==> src/rtl/mips_pkg.sv <==
// Shared fetch-side types and constants: datapath widths, reset vector and fetch FSM state.
package mips_pkg;

  localparam int XLEN = 32;
  localparam int INSTR_W = 32;
  localparam logic [XLEN-1:0] RESET_VECTOR = 32'h0000_0000;

  typedef enum logic {
    FETCH_RUN   = 1'b0,
    FETCH_FLUSH = 1'b1
  } fetch_state_e;

  function automatic logic [XLEN-1:0] word_align(input logic [XLEN-1:0] addr);
    return {addr[XLEN-1:2], 2'b00};
  endfunction

endpackage

==> src/rtl/ifetch_prefetch_if.sv <==
// Instruction-memory request/response bus plus the instruction handshake toward the core.
interface ifetch_prefetch_if;
  import mips_pkg::*;

  logic               mem_req;
  logic [XLEN-1:0]    mem_addr;
  logic               mem_gnt;
  logic               mem_rvalid;
  logic [INSTR_W-1:0] mem_rdata;
  logic               instr_valid;
  logic [INSTR_W-1:0] instr;
  logic [XLEN-1:0]    pc_current;
  logic               instr_ready;

  modport master (
    output mem_req, mem_addr, instr_valid, instr, pc_current,
    input  mem_gnt, mem_rvalid, mem_rdata, instr_ready
  );

  modport slave (
    input  mem_req, mem_addr, instr_valid, instr, pc_current,
    output mem_gnt, mem_rvalid, mem_rdata, instr_ready
  );

endinterface

==> src/rtl/ifetch_prefetch_fifo.sv <==
// First-word-fall-through FIFO holding {instruction, pc}; flush empties it in one cycle.
module prefetch_fifo #(
  parameter int WIDTH = 64,
  parameter int DEPTH = 4
) (
  input  logic                   clk,
  input  logic                   rst_n,
  input  logic                   flush,
  input  logic                   push,
  input  logic [WIDTH-1:0]       push_data,
  input  logic                   pop,
  output logic [WIDTH-1:0]       head,
  output logic                   valid,
  output logic [$clog2(DEPTH):0] count
);

  localparam int PTR_W = $clog2(DEPTH);
  localparam int CNT_W = PTR_W + 1;

  logic [WIDTH-1:0] mem_reg [DEPTH];
  logic [PTR_W-1:0] rd_ptr_reg;
  logic [PTR_W-1:0] wr_ptr_reg;
  logic [CNT_W-1:0] count_reg;
  logic             full;
  logic             do_push;
  logic             do_pop;

  assign full    = (count_reg == CNT_W'(DEPTH));
  assign do_pop  = pop && (count_reg != '0);
  // A full FIFO can still accept a push when the head leaves in the same cycle.
  assign do_push = push && (!full || do_pop);

  always_ff @(posedge clk) begin
    if (do_push && !flush) begin
      mem_reg[wr_ptr_reg] <= push_data;
    end
  end

  always_ff @(posedge clk or negedge rst_n) begin
    if (!rst_n) begin
      rd_ptr_reg <= '0;
      wr_ptr_reg <= '0;
      count_reg  <= '0;
    end else if (flush) begin
      rd_ptr_reg <= '0;
      wr_ptr_reg <= '0;
      count_reg  <= '0;
    end else begin
      if (do_push) begin
        wr_ptr_reg <= wr_ptr_reg + PTR_W'(1);
      end
      if (do_pop) begin
        rd_ptr_reg <= rd_ptr_reg + PTR_W'(1);
      end
      count_reg <= count_reg + CNT_W'(do_push) - CNT_W'(do_pop);
    end
  end

  assign valid = (count_reg != '0);
  assign head  = valid ? mem_reg[rd_ptr_reg] : '0;
  assign count = count_reg;

endmodule

==> src/rtl/ifetch_prefetch.sv <==
// Instruction prefetcher: issues sequential fetches, buffers responses, drops stale ones after redirect.
// Optional IFETCH_STATS_EN adds saturating fetch_cnt / redirect_cnt outputs.
module ifetch_prefetch
  import mips_pkg::*;
#(
  parameter int              DEPTH    = 4,
  parameter logic [XLEN-1:0] RESET_PC = RESET_VECTOR
) (
  input  logic               clk,
  input  logic               rst,
  input  logic               redirect_valid,
  input  logic [XLEN-1:0]    redirect_pc,
  ifetch_prefetch_if.master  bus
`ifdef IFETCH_STATS_EN
  ,
  output logic [31:0]        fetch_cnt,
  output logic [15:0]        redirect_cnt
`endif
);

  localparam int CNT_W = $clog2(DEPTH) + 1;
  localparam int SUM_W = CNT_W + 2;

  fetch_state_e           state_reg;
  fetch_state_e           state_next;
  logic [XLEN-1:0]        fetch_pc_reg;
  logic [XLEN-1:0]        fetch_pc_next;
  logic [XLEN-1:0]        resp_pc_reg;
  logic [XLEN-1:0]        resp_pc_next;
  logic [CNT_W-1:0]       outstanding_reg;
  logic [CNT_W-1:0]       outstanding_next;
  logic [CNT_W-1:0]       discard_reg;
  logic [CNT_W-1:0]       discard_next;
  logic                   run_en_reg;
  logic [CNT_W-1:0]       fifo_count;
  logic                   fifo_valid;
  logic [INSTR_W+XLEN-1:0] fifo_head;
  logic [SUM_W-1:0]       credit_used;
  logic [XLEN-1:0]        redirect_target;
  logic                   issue;
  logic                   resp_live;
  logic                   resp_drop;

  assign redirect_target = word_align(redirect_pc);
  assign credit_used     = SUM_W'(fifo_count) + SUM_W'(outstanding_reg) + SUM_W'(discard_reg);
  assign issue           = bus.mem_req && bus.mem_gnt;

  always_ff @(posedge clk or negedge rst) begin
    if (!rst) begin
      state_reg <= FETCH_RUN;
    end else begin
      state_reg <= state_next;
    end
  end

  always_comb begin
    state_next = state_reg;
    case (state_reg)
      FETCH_RUN:   if (discard_next != '0) state_next = FETCH_FLUSH;
      FETCH_FLUSH: if (discard_next == '0) state_next = FETCH_RUN;
      default:     state_next = FETCH_RUN;
    endcase
  end

  // Responses are in order, so while any discard is pending the arriving one is stale.
  always_comb begin
    bus.mem_req = 1'b0;
    resp_drop   = 1'b0;
    resp_live   = 1'b0;
    if (run_en_reg && !redirect_valid && (credit_used < SUM_W'(DEPTH))) begin
      bus.mem_req = 1'b1;
    end
    if (bus.mem_rvalid) begin
      if (state_reg == FETCH_FLUSH) begin
        resp_drop = 1'b1;
      end else if (outstanding_reg != '0) begin
        resp_live = 1'b1;
      end
    end
  end

  always_comb begin
    fetch_pc_next    = fetch_pc_reg;
    resp_pc_next     = resp_pc_reg;
    outstanding_next = outstanding_reg;
    discard_next     = discard_reg;
    if (redirect_valid) begin
      fetch_pc_next    = redirect_target;
      resp_pc_next     = redirect_target;
      outstanding_next = '0;
      // Everything in flight becomes stale, minus whatever response lands right now.
      discard_next     = outstanding_reg + discard_reg - CNT_W'(resp_live || resp_drop);
    end else begin
      if (issue) begin
        fetch_pc_next = fetch_pc_reg + 32'd4;
      end
      if (resp_live) begin
        resp_pc_next = resp_pc_reg + 32'd4;
      end
      outstanding_next = outstanding_reg + CNT_W'(issue) - CNT_W'(resp_live);
      discard_next     = discard_reg - CNT_W'(resp_drop);
    end
  end

  // run_en_reg holds off the first request until the first edge after reset release.
  always_ff @(posedge clk or negedge rst) begin
    if (!rst) begin
      fetch_pc_reg    <= RESET_PC;
      resp_pc_reg     <= RESET_PC;
      outstanding_reg <= '0;
      discard_reg     <= '0;
      run_en_reg      <= 1'b0;
    end else begin
      fetch_pc_reg    <= fetch_pc_next;
      resp_pc_reg     <= resp_pc_next;
      outstanding_reg <= outstanding_next;
      discard_reg     <= discard_next;
      run_en_reg      <= 1'b1;
    end
  end

  prefetch_fifo #(
    .WIDTH(INSTR_W + XLEN),
    .DEPTH(DEPTH)
  ) u_fifo (
    .clk      (clk),
    .rst_n    (rst),
    .flush    (redirect_valid),
    .push     (resp_live),
    .push_data({bus.mem_rdata, resp_pc_reg}),
    .pop      (bus.instr_ready && !redirect_valid),
    .head     (fifo_head),
    .valid    (fifo_valid),
    .count    (fifo_count)
  );

  assign bus.mem_addr    = fetch_pc_reg;
  assign bus.instr_valid = fifo_valid;
  assign bus.instr       = fifo_head[INSTR_W+XLEN-1:XLEN];
  assign bus.pc_current  = fifo_head[XLEN-1:0];

`ifdef IFETCH_STATS_EN
  logic [31:0] fetch_cnt_reg;
  logic [15:0] redirect_cnt_reg;

  always_ff @(posedge clk or negedge rst) begin
    if (!rst) begin
      fetch_cnt_reg    <= '0;
      redirect_cnt_reg <= '0;
    end else begin
      if (fifo_valid && bus.instr_ready && !redirect_valid && (fetch_cnt_reg != '1)) begin
        fetch_cnt_reg <= fetch_cnt_reg + 32'd1;
      end
      if (redirect_valid && (redirect_cnt_reg != '1)) begin
        redirect_cnt_reg <= redirect_cnt_reg + 16'd1;
      end
    end
  end

  assign fetch_cnt    = fetch_cnt_reg;
  assign redirect_cnt = redirect_cnt_reg;
`endif

endmodule

==> src/flat_wrapper.sv <==
// flat-port wrapper written by rule: the top's interface ports become plain ports
module ifetch_prefetch_flat import mips_pkg::*;
#(
  parameter int              DEPTH    = 4,
  parameter logic [XLEN-1:0] RESET_PC = RESET_VECTOR
)
  (clk, rst, redirect_valid, redirect_pc, bus_mem_req, bus_mem_addr, bus_instr_valid, bus_instr, bus_pc_current, bus_mem_gnt, bus_mem_rvalid, bus_mem_rdata, bus_instr_ready);
  ifetch_prefetch_if bus_i ();
  input  logic clk;
  input  logic rst;
  input  logic redirect_valid;
  input  logic [XLEN-1:0] redirect_pc;
  output wire logic [$bits(bus_i.mem_req)-1:0] bus_mem_req;
  output wire logic [$bits(bus_i.mem_addr)-1:0] bus_mem_addr;
  output wire logic [$bits(bus_i.instr_valid)-1:0] bus_instr_valid;
  output wire logic [$bits(bus_i.instr)-1:0] bus_instr;
  output wire logic [$bits(bus_i.pc_current)-1:0] bus_pc_current;
  input wire logic [$bits(bus_i.mem_gnt)-1:0] bus_mem_gnt;
  input wire logic [$bits(bus_i.mem_rvalid)-1:0] bus_mem_rvalid;
  input wire logic [$bits(bus_i.mem_rdata)-1:0] bus_mem_rdata;
  input wire logic [$bits(bus_i.instr_ready)-1:0] bus_instr_ready;
  assign bus_mem_req = bus_i.mem_req;
  assign bus_mem_addr = bus_i.mem_addr;
  assign bus_instr_valid = bus_i.instr_valid;
  assign bus_instr = bus_i.instr;
  assign bus_pc_current = bus_i.pc_current;
  assign bus_i.mem_gnt = bus_mem_gnt;
  assign bus_i.mem_rvalid = bus_mem_rvalid;
  assign bus_i.mem_rdata = bus_mem_rdata;
  assign bus_i.instr_ready = bus_instr_ready;
  ifetch_prefetch #(.DEPTH(DEPTH), .RESET_PC(RESET_PC)) u_core (.clk(clk), .rst(rst), .redirect_valid(redirect_valid), .redirect_pc(redirect_pc), .bus(bus_i));
endmodule
==> config.mk <==
export PLATFORM = sky130hd
export DESIGN_NAME = ifetch_prefetch_flat
export DESIGN_NICKNAME = d
export VERILOG_FILES = /design/src/rtl/mips_pkg.sv /design/src/rtl/ifetch_prefetch_if.sv /design/src/rtl/ifetch_prefetch_fifo.sv /design/src/rtl/ifetch_prefetch.sv /design/src/flat_wrapper.sv
export SDC_FILE = /design/constraint.sdc
export NUM_CORES = 1
export LEC_CHECK = 0
export CAP_MARGIN = 20
export CORE_UTILIZATION = 50
export CTS_BUF_LIST = sky130_fd_sc_hd__clkbuf_4
export CTS_CLUSTER_SIZE = 12
export DETAILED_ROUTE_END_ITERATION = 10
export DONT_BUFFER_PORTS = 1
export RECOVER_POWER = 100
export SYNTH_ARGS = -nofsm -noshare
export SYNTH_HDL_FRONTEND = slang
export SYNTH_SLANG_ARGS = --single-unit
==> constraint.sdc <==
create_clock -name clk -period 4.5 [get_ports clk]
set_input_delay 0.675 -clock clk [delete_from_list [all_inputs] [get_ports clk]]
set_output_delay 0.675 -clock clk [all_outputs]
set_load 0.02 [all_outputs]
Word level (Yosys, flattened, before mapping):

Memories as Yosys holds them, arrays and structs flattened.
Cells that the tools add are included.

* reductions and logical operators: 19
* equality and inequality tests: 1
* bitwise operators: 1
* $lt $le $gt $ge: 1
* mux-type cells: 23
* $add $sub $neg: 13

Operators by type and width (number)
* 2-to-1 mux 32 bit: 4
* adder 32 x 3 -> 32 bit, second input constant: 2
* 2-to-1 mux 64 bit: 1
* subtractor 3 x 1 -> 3 bit: 4
* 2-to-1 mux 1 bit: 10
* 2-to-1 mux 3 bit: 3
* nonzero test 3 bit: 3
* 2-to-1 mux 2 bit: 4
* nonzero test 2 bit: 4
* logical AND 1 bit: 7
* adder 3 x 1 -> 3 bit: 2
* adder 5 x 3 -> 5 bit: 1
* less-than comparator 5 x 3 -> 1 bit, second input constant: 1
* adder 2 x 1 -> 2 bit, second input constant: 2
* adder 3 x 3 -> 4 bit: 1
* adder 3 bit: 1
* == test 3 bit, second input constant: 1
* logical NOT 3 bit: 1
* logical NOT 1 bit: 2
* logical OR 1 bit: 2
* case mux 1 bit (2 select lines): 1
* inverter 1 bit: 1

* register bits after elaboration: 79
* memories: 1
* RAM bits: 256
* output and inout port bits: 98
* bits of input ports: 70

Memory list
* u_core.u_fifo.mem_reg: words 4, width 64, rd ports 1, clocked after Yosys merged registers in 0, wr ports 1, line ifetch_prefetch_fifo.sv:20 `logic [WIDTH-1:0] mem_reg [DEPTH];`

Logic depth before layout (Yosys ltp):

Gate-level depths: netlist (run 1).

* word-level depth: 10
* depth in mapped cells: 14
* gate-level depth less buffers: 13

Cells and area by module:

A second synthesis (run 1) with hierarchy kept.

* cell total of the unflattened synthesis: 870
* area, all modules: 14152.3 sq um

By module, submodules not included
* prefetch_fifo: seq. area each 7862.5 sq um, cells each 452, area an instance 10123.5 sq um, instances 1
* ifetch_prefetch: seq. area each 1701.6 sq um, cells each 418, area an instance 4028.9 sq um, instances 1

Least setup slack after synthesis (run 1):

Ideal clock, no wire load.

* path kind: input -> register
* start point: input port bus_mem_rvalid
* end point: memory u_core.u_fifo.mem_reg[0][10] (enable)
* buffers on the path: 0
* stages on the path: 3
* setup slack: 1.072 ns
* setup time: 0.427 ns
* data arrival time: 3.001 ns
* cell sequence: nor3b_2 -> a21boi_1 -> and3_1

* longest elaborated chain between the ends: 5

Ends and longest elaborated chain
* start: declaration: line flat_wrapper.sv:19 `input wire logic [$bits(bus_i.mem_rvalid)-1:0] bus_mem_rvalid;`
* 2-to-1 mux 1 bit: line ifetch_prefetch.sv:73 `if (bus.mem_rvalid) begin`
* logical AND 1 bit: line ifetch_prefetch_fifo.sv:31 `assign do_push = push && (!full || do_pop);`
* logical AND 1 bit: line ifetch_prefetch_fifo.sv:34 `if (do_push && !flush) begin`
* 2-to-1 mux 1 bit: line ifetch_prefetch_fifo.sv:34
* 2-to-1 mux 1 bit (not written as such): line ifetch_prefetch_fifo.sv:35 `mem_reg[wr_ptr_reg] <= push_data;`
* end: declaration: line ifetch_prefetch_fifo.sv:20

No other way between the ends.

Worst setup path after layout (run 1):

* start point: register u_core.u_fifo.count_reg[0] (netlist: u_core.u_fifo.count[0])
* end point: output port bus_mem_req

* longest elaborated chain between the ends: 5

Ends and longest elaborated chain
* start: declaration: line ifetch_prefetch_fifo.sv:23 `logic [CNT_W-1:0] count_reg;`
* start signal: assignment: line ifetch_prefetch_fifo.sv:55 `count_reg <= count_reg + CNT_W'(do_push) - CNT_W'(do_pop);`
* adder 3 x 3 -> 4 bit: line ifetch_prefetch.sv:45 `assign credit_used = SUM_W'(fifo_count) + SUM_W'(outstanding_reg) + SUM_W'(discard_reg);`
* adder 5 x 3 -> 5 bit: line ifetch_prefetch.sv:45
* less-than comparator 5 x 3 -> 1 bit: line ifetch_prefetch.sv:70 `if (run_en_reg && !redirect_valid && (credit_used < SUM_W'(DEPTH))) begin`
* logical AND 1 bit: line ifetch_prefetch.sv:70
* 2-to-1 mux 1 bit: line ifetch_prefetch.sv:70
* end: declaration: line flat_wrapper.sv:13 `output wire logic [$bits(bus_i.mem_req)-1:0] bus_mem_req;`

No other way between the ends.

==> results.toml, run 1 <==
[clock_network]
clockBufferDepth = 3
cts_tree = "built"
cts_resized = 0
cts_buffers = 83
clk_pin_slew_ns = 0.07
htreeDepth = 3
clk-insertion-delay-late_ns = 0.67
cts.sinks = 323
cts_hold_buf = 2
root_buffer = "clkbuf_4"
postCtsSetupRepairBufs = 0

[logic_synthesis]
ys_ff_latch = 323
synth_cell_types = 51
async_reset_ff_share_pct = 23.2
synth_ff_type = "edfxtp_1"
syn_avg_cell_area_um2 = 16.3
synth.cell_area_um2 = 13900
synthesis.instances = 853
ys_warn_count = 0
synth_edf_count = 248
ys_seq_area_share_pct = 67.0

[cells_and_area]
drive_gt1_share_pct = 25.3
fillers = 2152
syn2layout_area_growth_pct = 10.0
mostFrequentLayoutCells = "edfxtp_1, clkbuf_4, dfrtp_1"
finalNetCount = 997
final_common_cell = "edfxtp_1"
fin_area_um2 = 15300
largest_reg_flops = 248

[critical_path]
worstSetupPathType = "reg2out"
critical_path.cell_chain = "ha_1 -> fa_1 -> xor2_1 -> ha_1 -> nor4_1 -> o2111ai_2 -> buf_4 -> nor2b_1"
path_max_fanout = 24
end_kind = "output pin"
path_delay_family = "adder cells"
required_ns = 3.83
path_buf_inv = 1
start_kind = "register"
max_stage_delay_ns = 0.43
arrival_ns = 3.33
crit_slowest_cell = "dfrtp_1"
critPathMostFrequentCell = "ha_1"

[routing]
drt-vias-per-instance = 5.58
drc_errors = 0
routed_wl_um = 27800
first_pass_iters = 5
dr.first_iter.drc_count = 463
drtAntennaViolNets = 0
wl_per_cell_um = 20.7
via_count = 7490

[die]
fp.dieW_um = 169
io_pins = 168
fp.dieH_um = 169
num_rows = 60
dieArea_um2 = 28500
start_util_pct = 51.4
fp.coreArea_um2 = 27100

[global_route]
grt_start_max_net_pins = 76
grt_usage_pct = 20.0
grt_pass1_vias = 8075
antenna_found_initial = 4
grt_overflow = 0
grt_pass1_wl_um = 43500

[status]
run_status = "finished with violations"
violations = "max-capacitance violations, max-slew violations"

[timing]
tightest_slew_ns = 1.93
min_period_ns = 4.00
setup_viol_count_final = 0
drv_slew = 90
slew_headroom_pct = -29.0
max_freq_mhz = 250
finalHoldViolations = 0
rsz0062_at_grt = "no"
setup_tns_ns = 0
fin_skew_ns = 0.0297
period_share_pct = 88.9

[power_and_ir_drop]
switching_share_pct = 30.7
p_comb_share_pct = 19.5
ir_drop_mv = 0.229
pwr_density_cell_nw_per_um2 = 487
leakage_nw = 5.19
p_int_mw = 5.17
clkPwrFrac_pct = 32.7
p_seq_share_pct = 47.8
switchingPower_mw = 2.29

[place]
postPlaceCellArea_um2 = 14300
numPortBuffers = 0
hpwl_um = 16800
gp_congestion = 0.842

[min_path]
hold_path_class = "in2reg"

[flow_run]
maxCapViolations = 2
==> cells in the mapped netlist, types with 3 or more instances <==
cell type | n | area (um^2)
and4_1 | 5 | 43.8
nor2b_1 | 5 | 31.3
a21oi_1 | 14 | 70.1
ha_1 | 19 | 238
mux2_2 | 33 | 372
nand2_1 | 32 | 120
a21boi_0 | 5 | 37.5
buf_2 | 10 | 50.1
dfrtp_1 | 75 | 1880
nor2_1 | 23 | 86.3
inv_1 | 23 | 86.3
and2_1 | 64 | 400
nand3_1 | 23 | 115
xor2_1 | 29 | 254
clkbuf_1 | 27 | 101
xnor2_1 | 32 | 280
mux4_2 | 62 | 1400
mux2i_1 | 4 | 40.0
edfxtp_1 | 248 | 7450
nor4_2 | 4 | 50.1
buf_1 | 3 | 11.3
and3_1 | 11 | 68.8
nor3_1 | 14 | 70.1
nand4_1 | 18 | 113
o31a_1 | 5 | 43.8
fa_1 | 4 | 80.1
a31oi_1 | 3 | 18.8
buf_4 | 5 | 37.5
or3_1 | 3 | 18.8
nor4_1 | 14 | 87.6
o21ai_0 | 8 | 40.0
nand2b_1 | 4 | 25.0
nor3_2 | 3 | 30.0
==> metrics by stage <==
step / instances / total power [mW] / setup WS [ns] / hold WS [ns] / util (%)
floorplan: 856 / 4.83 / 1.07 / 0.379 / -
global placement: 1188 / 5.09 / 0.966 / 0.382 / 52.7
detailed placement: 1188 / 5.13 / 0.854 / 0.381 / 52.7
CTS: 1338 / 7.62 / 0.502 / 0.00424 / 56.8
global route: 1341 / 7.87 / 0.260 / 0.0133 / 56.5
finish: 1343 / 7.47 / 0.497 / 0.0702 / 56.5
==> power by group through the flow <==
stage / logic [mW] / registers [mW] / clock network, mW
2_1_floorplan: 1.30 / 3.52 / 0
3_3_place_gp: 1.46 / 3.63 / 0
3_5_place_dp: 1.50 / 3.64 / 0
4_1_cts: 1.52 / 3.58 / 2.52
5_1_grt: 1.59 / 3.60 / 2.68
6_report: 1.46 / 3.57 / 2.44
==> final cells by class <==
cell class | count | area [um^2] | share of cell area [%]
clock buffers | 121 | 908 | 5.93
diodes | 4 | 10.0 | 0.0653
well taps | 372 | 465 | 3.04
flip-flops and latches | 323 | 9330 | 60.9
repair buffers | 8 | 82.6 | 0.539
multi-input cells | 464 | 4290 | 28.0
inverters | 24 | 90.1 | 0.588
clock inverters | 27 | 148 | 0.964
==> metal layers <==
layer / track usage [%] / vias to the layer above / share of wire [%]
li1: - / 3400 / -
met1: 25.6 / 3818 / 43
met3: 6.66 / 36 / 8.0
met4: 7.83 / 2 / 1.4
met5: 0 / - / 0.047
met2: 31.7 / 234 / 47
==> worst reg2reg max path, cell delays in order (launching register included) <==
cell	delay, ns
dfrtp_1	0.43
ha_1	0.24
fa_1	0.38
xor2_1	0.16
ha_1	0.27
nor4_1	0.39
o2111ai_2	0.17
buf_4	0.24
or2_0	0.39
inv_1	0.15
ha_1	0.16
inv_1	0.05
fa_1	0.37
xnor2_1	0.17
nor2_1	0.05
==> cell families after synthesis <==
family,synth area share [%]
buffers and inverters,2.08
and+or+nand+nor,9.69
muxes,13.0
adders and majority gates,2.28
other,0.0539
DFF,67.0
AOI/OAI and AO/OA,2.12
xor gates and xnor gates,3.84
==> worst paths after layout <==
kind / from / end / slack (ns) / cells after the start
min: redirect_valid / u_core.u_fifo.rd_ptr_reg[0]$_DFFE_PN0P_ / 0.07 / 1
max reg2reg: u_core.u_fifo.count[0]$_DFF_PN0_ / u_core.outstanding_reg[2]$_DFF_PN0_ / 0.77 / 14
min reg2reg: u_core.resp_pc_reg[31]$_DFFE_PN0N_ / u_core.u_fifo.mem_reg[3][31]$_DFFE_PP_ / 0.53 / 0
max: u_core.u_fifo.count[0]$_DFF_PN0_ / bus_mem_req / 0.50 / 8
max in group asynchronous: rst / u_core.u_fifo.rd_ptr_reg[0]$_DFFE_PN0P_ / 2.03 / 2
min in group asynchronous: rst / u_core.u_fifo.rd_ptr_reg[1]$_DFFE_PN0P_ / 1.11 / 2
Power figures use the tool's default switching activity.
==> run 2: changes to the inputs <==
--- a/config.mk
+++ b/config.mk
@@ -11,6 +11,7 @@
 export CTS_CLUSTER_SIZE = 12
 export DETAILED_ROUTE_END_ITERATION = 10
 export DONT_BUFFER_PORTS = 1
+export PLACE_DENSITY = 0.72
 export RECOVER_POWER = 100
 export SYNTH_ARGS = -nofsm -noshare
 export SYNTH_HDL_FRONTEND = slang
==> run 2 against run 1 <==
  * The flow still finishes with violations (max-capacitance violations, max-slew violations)
  * Final area down 0.22%
  * Die area is the same
  * Utilization down 0.12 points
  * Sequential power about the same
  * First-iteration DRC count up 13%
  * Combinational power about the same
  * Total power down 2.4%
  * Largest cell class unchanged
  * Largest power group unchanged
  * Highest routed layer is now met4
==> results.toml, run 2 (same netlist as run 1, synthesis figures left out) <==
[clock_network]
clk-insertion-delay-late_ns = 0.69
root_buffer = "clkbuf_4"
cts_resized = 0
htreeDepth = 3
cts.sinks = 323
cts_hold_buf = 2
clk_pin_slew_ns = 0.06
cts_tree = "built"
postCtsSetupRepairBufs = 0
cts_buffers = 82
clockBufferDepth = 3

[critical_path]
worstSetupPathType = "reg2reg"
end_kind = "register"
required_ns = 4.79
start_kind = "register"
arrival_ns = 4.27
path_max_fanout = 27

[power_and_ir_drop]
ir_drop_mv = 0.229
leakage_nw = 5.18
p_seq_share_pct = 49.1
p_int_mw = 5.05
switchingPower_mw = 2.24
p_comb_share_pct = 19.9
switching_share_pct = 30.7
clkPwrFrac_pct = 31.0
pwr_density_cell_nw_per_um2 = 477

[min_path]
hold_path_class = "in2reg"

[place]
hpwl_um = 17000
gp_congestion = 0.821
dpl_worst_slack_ns = 0.957
numPortBuffers = 0

[routing]
via_count = 7366
routed_wl_um = 27000
first_pass_iters = 4
dr.first_iter.drc_count = 524
drtAntennaViolNets = 0
drt-vias-per-instance = 5.53
drc_errors = 0
wl_per_cell_um = 20.3

[die]
fp.dieH_um = 169
num_rows = 60
dieArea_um2 = 28500
io_pins = 168
fp.dieW_um = 169
fp.coreArea_um2 = 27100
start_util_pct = 51.4

[timing]
setup_tns_ns = 0
tightest_slew_ns = 1.92
slew_headroom_pct = -28.0
fin_skew_ns = 0.0395
drv_slew = 76
setup_ws_ns = 0.520
max_freq_mhz = 251
finalHoldViolations = 0
rsz0062_at_grt = "no"
min_period_ns = 3.98
period_share_pct = 88.5
setup_viol_count_final = 0

[global_route]
antenna_found_initial = 1
grt_start_max_net_pins = 76
grt_pass1_vias = 7812
grt_overflow = 0
grt_usage_pct = 19.7
grt_pass1_wl_um = 42700

[cells_and_area]
finalNetCount = 1004
multi_input_area_um2 = 4270
final_common_cell = "edfxtp_1"
largest_reg_flops = 248
seqCellArea_um2 = 9330
syn2layout_area_growth_pct = 9.78
mostFrequentLayoutCells = "edfxtp_1, clkbuf_4, dfrtp_1"
drive_gt1_share_pct = 25.0
fillers = 2128

[status]
violations = "max-capacitance violations, max-slew violations"
run_status = "finished with violations"

[flow_run]
maxCapViolations = 2
==> run 2: cell types whose count changed in the layout (fill, tap and decap cells not counted), sizes merged <==
cell and change:
buf +5, diode -3, clkinvlp +1, bufinv -1, clkbuf -3, clkinv -10
==> run 2: area by class of cell <==
cell class | instances | share of cell area, %
sequential | 323 | 61.0
multi-input combinational | 464 | 27.9
clock buffer | 115 | 5.65
tap | 372 | 3.04
timing repair buffer | 16 | 1.19
inverter | 24 | 0.589
clock inverter | 17 | 0.565
antenna | 1 | 0.0164
==> run 2: final timing paths <==
path	endpoint	slack (ns)	cells past startpoint	startpoint
max in group asynchronous	u_core.u_fifo.rd_ptr_reg[0]$_DFFE_PN0P_	1.98	2	rst
worst max-delay path	u_core.u_fifo.mem_reg[2][5]$_DFFE_PP_	0.52	5	u_core.outstanding_reg[1]$_DFF_PN0_
min in group asynchronous	u_core.resp_pc_reg[29]$_DFFE_PN0N_	1.10	2	rst
worst max register to register	u_core.u_fifo.mem_reg[2][5]$_DFFE_PP_	0.52	5	u_core.outstanding_reg[1]$_DFF_PN0_
worst min-delay path	u_core.outstanding_reg[1]$_DFF_PN0_	0.07	1	redirect_valid
worst min register to register	u_core.discard_reg[2]$_DFF_PN0_	0.52	1	u_core.discard_reg[2]$_DFF_PN0_
==> run 2: worst max-delay path: stages (launching register included) <==
cell      delay, ns
dfrtp_1        0.52
nor3_1         0.15
nor3b_1        0.85
a21boi_0       0.68
and3_2         0.80
clkbuf_1       0.59
==> run 2: metrics by stage <==
stage / instances / total power, mW / hold WS, ns / utilization (%) / area [um^2]
after CTS: 1331 / 7.46 / 0.0171 / 56.7 / 15400
after global routing: 1332 / 7.68 / 0.0155 / 56.4 / 15300
after global placement: 1197 / 5.13 / 0.382 / 53.1 / 14400
after floorplan: 856 / 4.83 / 0.379 / - / 13900
after detailed placement: 1197 / 5.15 / 0.381 / 53.1 / 14400
final: 1332 / 7.29 / 0.0696 / 56.4 / 15300
==> run 2: power groups by stage <==
stage	clock, mW	sequential (mW)	combinational (mW)
detailed placement	0	3.65	1.51
floorplan	0	3.52	1.30
global placement	0	3.64	1.49
global route	2.48	3.61	1.59
CTS	2.34	3.58	1.53
finish	2.26	3.58	1.45
==> run 2: metal layers <==
| metal | global-route usage [%] | wire length [um] | vias up |
|---|---|---|---|
| li1 | - | - | 3412 |
| met1 | 25.6 | 11300 | 3617 |
| met2 | 30.2 | 12500 | 286 |
| met3 | 6.90 | 2550 | 51 |
| met4 | 8.06 | 614 | 0 |
| met5 | 0 | 0 | - |
==> run 3: changes to the inputs <==
--- a/config.mk
+++ b/config.mk
@@ -11,6 +11,7 @@
 export CTS_CLUSTER_SIZE = 12
 export DETAILED_ROUTE_END_ITERATION = 10
 export DONT_BUFFER_PORTS = 1
+export GPL_TIMING_DRIVEN = 0
 export PLACE_DENSITY = 0.72
 export RECOVER_POWER = 100
 export SYNTH_ARGS = -nofsm -noshare
==> constraint.sdc (replaced) <==
create_clock -name clk -period 4.9 [get_ports clk]
set_input_delay 0.735 -clock clk [delete_from_list [all_inputs] [get_ports clk]]
set_output_delay 0.735 -clock clk [all_outputs]
set_load 0.02 [all_outputs]
==> run 3 against run 2 <==
  * The flow still finishes with violations (max-capacitance violations, max-slew violations)
  * Final area up 0.54%
  * Combinational power about the same
  * Sequential cell count unchanged
  * Sequential power down 9.8%
  * Routed wire length up 4.3%
  * Register-to-register slack better by 0.06 ns
  * Clock power down 5%
  * Critical path depth unchanged
  * Die area unchanged
  * Cell count up 2.5%
  * Non-clock buffer count up 35
  * Critical endpoint is now u_core.u_fifo.mem_reg[2][15]$_DFFE_PP_
==> results.toml, run 3 (same netlist as run 1, synthesis figures left out) <==
[status]
run_status = "finished with violations"
violations = "max-capacitance violations, max-slew violations"

[routing]
drc_errors = 0
drtAntennaViolNets = 0
wl_per_cell_um = 20.6
dr.first_iter.drc_count = 532
routed_wl_um = 28100
via_count = 7601
first_pass_iters = 5
drt-vias-per-instance = 5.57

[die]
fp.coreArea_um2 = 27100
start_util_pct = 51.4
fp.dieW_um = 169
num_rows = 60
io_pins = 168
fp.dieH_um = 169
dieArea_um2 = 28500

[critical_path]
crit_end = "u_core.u_fifo.mem_reg[2][15]$_DFFE_PP_"
required_ns = 5.15
r2r_cells = 5
rrSetupSlack_ns = 0.58
r2r-end = "u_core.u_fifo.mem_reg[2][15]$_DFFE_PP_"
start_kind = "register"
crit_start = "u_core.outstanding_reg[1]$_DFF_PN0_"
r2r_start = "u_core.outstanding_reg[1]$_DFF_PN0_"
path_max_fanout = 57
worstSetupPathType = "reg2reg"
arrival_ns = 4.57
end_kind = "register"

[cells_and_area]
largest_reg_flops = 248
drive_gt1_share_pct = 23.8
syn2layout_area_growth_pct = 10.4
finalNetCount = 1040
fillers = 2170
mostFrequentLayoutCells = "edfxtp_1, clkbuf_4, dfrtp_1"
final_common_cell = "edfxtp_1"

[global_route]
grt_overflow = 0
grt_pass1_vias = 8024
grt_pass1_wl_um = 44200
antenna_found_initial = 1
grt_usage_pct = 20.5
grt_start_max_net_pins = 76

[power_and_ir_drop]
leakage_nw = 5.24
pwr_density_cell_nw_per_um2 = 443
ir_drop_mv = 0.247

[place]
gp_congestion = 0.861
numPortBuffers = 0
hpwl_um = 18100

[clock_network]
clk-insertion-delay-late_ns = 0.68
postCtsSetupRepairBufs = 0
cts_resized = 0
cts.sinks = 323
htreeDepth = 3
clockBufferDepth = 3
clk_pin_slew_ns = 0.06
cts_hold_buf = 2
cts_tree = "built"
cts_buffers = 83
root_buffer = "clkbuf_4"

[timing]
setup_tns_ns = 0
min_period_ns = 4.32
drv_slew = 166
rsz0062_at_grt = "no"
fin_hold_ws_ns = 0.152
tightest_slew_ns = 3.45
max_freq_mhz = 232
setup_viol_count_final = 0
fin_skew_ns = 0.0367
period_share_pct = 88.1
slew_headroom_pct = -130
finalHoldViolations = 0

[flow_run]
maxCapViolations = 3

[min_path]
hold_path_class = "in2reg"
==> run 3: cell types whose count changed in the layout (fill, tap and decap cells not counted), sizes merged <==
cell	change
buf	+2
bufinv	+1
clkbuf	+35
clkinv	-4
clkinvlp	-2
dlymetal6s4s	+1
==> run 3: area by class of cell <==
| type | instances | area, um^2 | share of cell area, % |
|---|---|---|---|
| antenna | 1 | 2.50 | 0.0163 |
| buffer | 45 | 190 | 1.24 |
| clock buffer | 118 | 886 | 5.76 |
| clock inverter | 12 | 87.6 | 0.570 |
| inverter | 24 | 90.1 | 0.586 |
| multi-input combinational | 464 | 4260 | 27.7 |
| sequential | 323 | 9320 | 60.7 |
| tap | 372 | 465 | 3.03 |
| timing repair buffer | 6 | 62.6 | 0.407 |
==> run 3: worst min path at each step <==
| stage | start | to | slack, ns | cells past startpoint |
|---|---|---|---|---|
| 6_report | bus_mem_rdata[5] | u_core.u_fifo.mem_reg[1][37]$_DFFE_PP_ | 0.15 | 0 |
| 5_1_grt | bus_mem_rdata[12] | u_core.u_fifo.mem_reg[1][44]$_DFFE_PP_ | 0.07 | 0 |
| 4_1_cts | bus_mem_rdata[8] | u_core.u_fifo.mem_reg[0][40]$_DFFE_PP_ | 0.08 | 0 |
| 3_5_place_dp | rst | u_core.bus.mem_addr[30]$_DFFE_PN0P_ | 0.44 | 0 |
| 3_3_place_gp | rst | u_core.bus.mem_addr[30]$_DFFE_PN0P_ | 0.44 | 0 |
| 2_1_floorplan | rst | u_core.bus.mem_addr[10]$_DFFE_PN0P_ | 0.44 | 0 |
==> run 3: worst max-delay path, stage by stage (launching register included) <==
cell and delay (ns):
dfrtp_1 0.52, nor3_1 0.15, nor3b_1 0.84, a21boi_0 0.71, and3_1 0.46, buf_2 1.20
==> run 3: where the power goes <==
group / internal (mW) / leakage (nW) / total, mW / switching (mW)
sequential: 3.06 / 3.12 / 3.23 / 0.167
combinational: 0.513 / 1.55 / 1.44 / 0.922
clock: 1.15 / 0.575 / 2.15 / 1.00
total: 4.72 / 5.24 / 6.81 / 2.09
==> run 3: routing by layer <==
metal,global-route usage (%),vias up,wire (um)
met3,7.11,57,2300
met5,0,-,0
met4,7.91,0,685
met1,26.6,3782,11900
met2,32.0,273,13300
li1,-,3489,-
==> run 3: stage by stage <==
step / area (um^2) / utilization, % / total power, mW / instances / setup slack, ns
6_report: 15400 / 56.7 / 6.81 / 1365 / 0.583
5_1_grt: 15400 / 56.7 / 7.17 / 1365 / 0.240
4_1_cts: 15500 / 57.3 / 6.95 / 1364 / 0.608
3_5_place_dp: 14500 / 53.6 / 4.77 / 1232 / 1.23
3_3_place_gp: 14400 / 53.1 / 4.75 / 1228 / 0.0834
2_1_floorplan: 13900 / - / 4.43 / 856 / 1.41
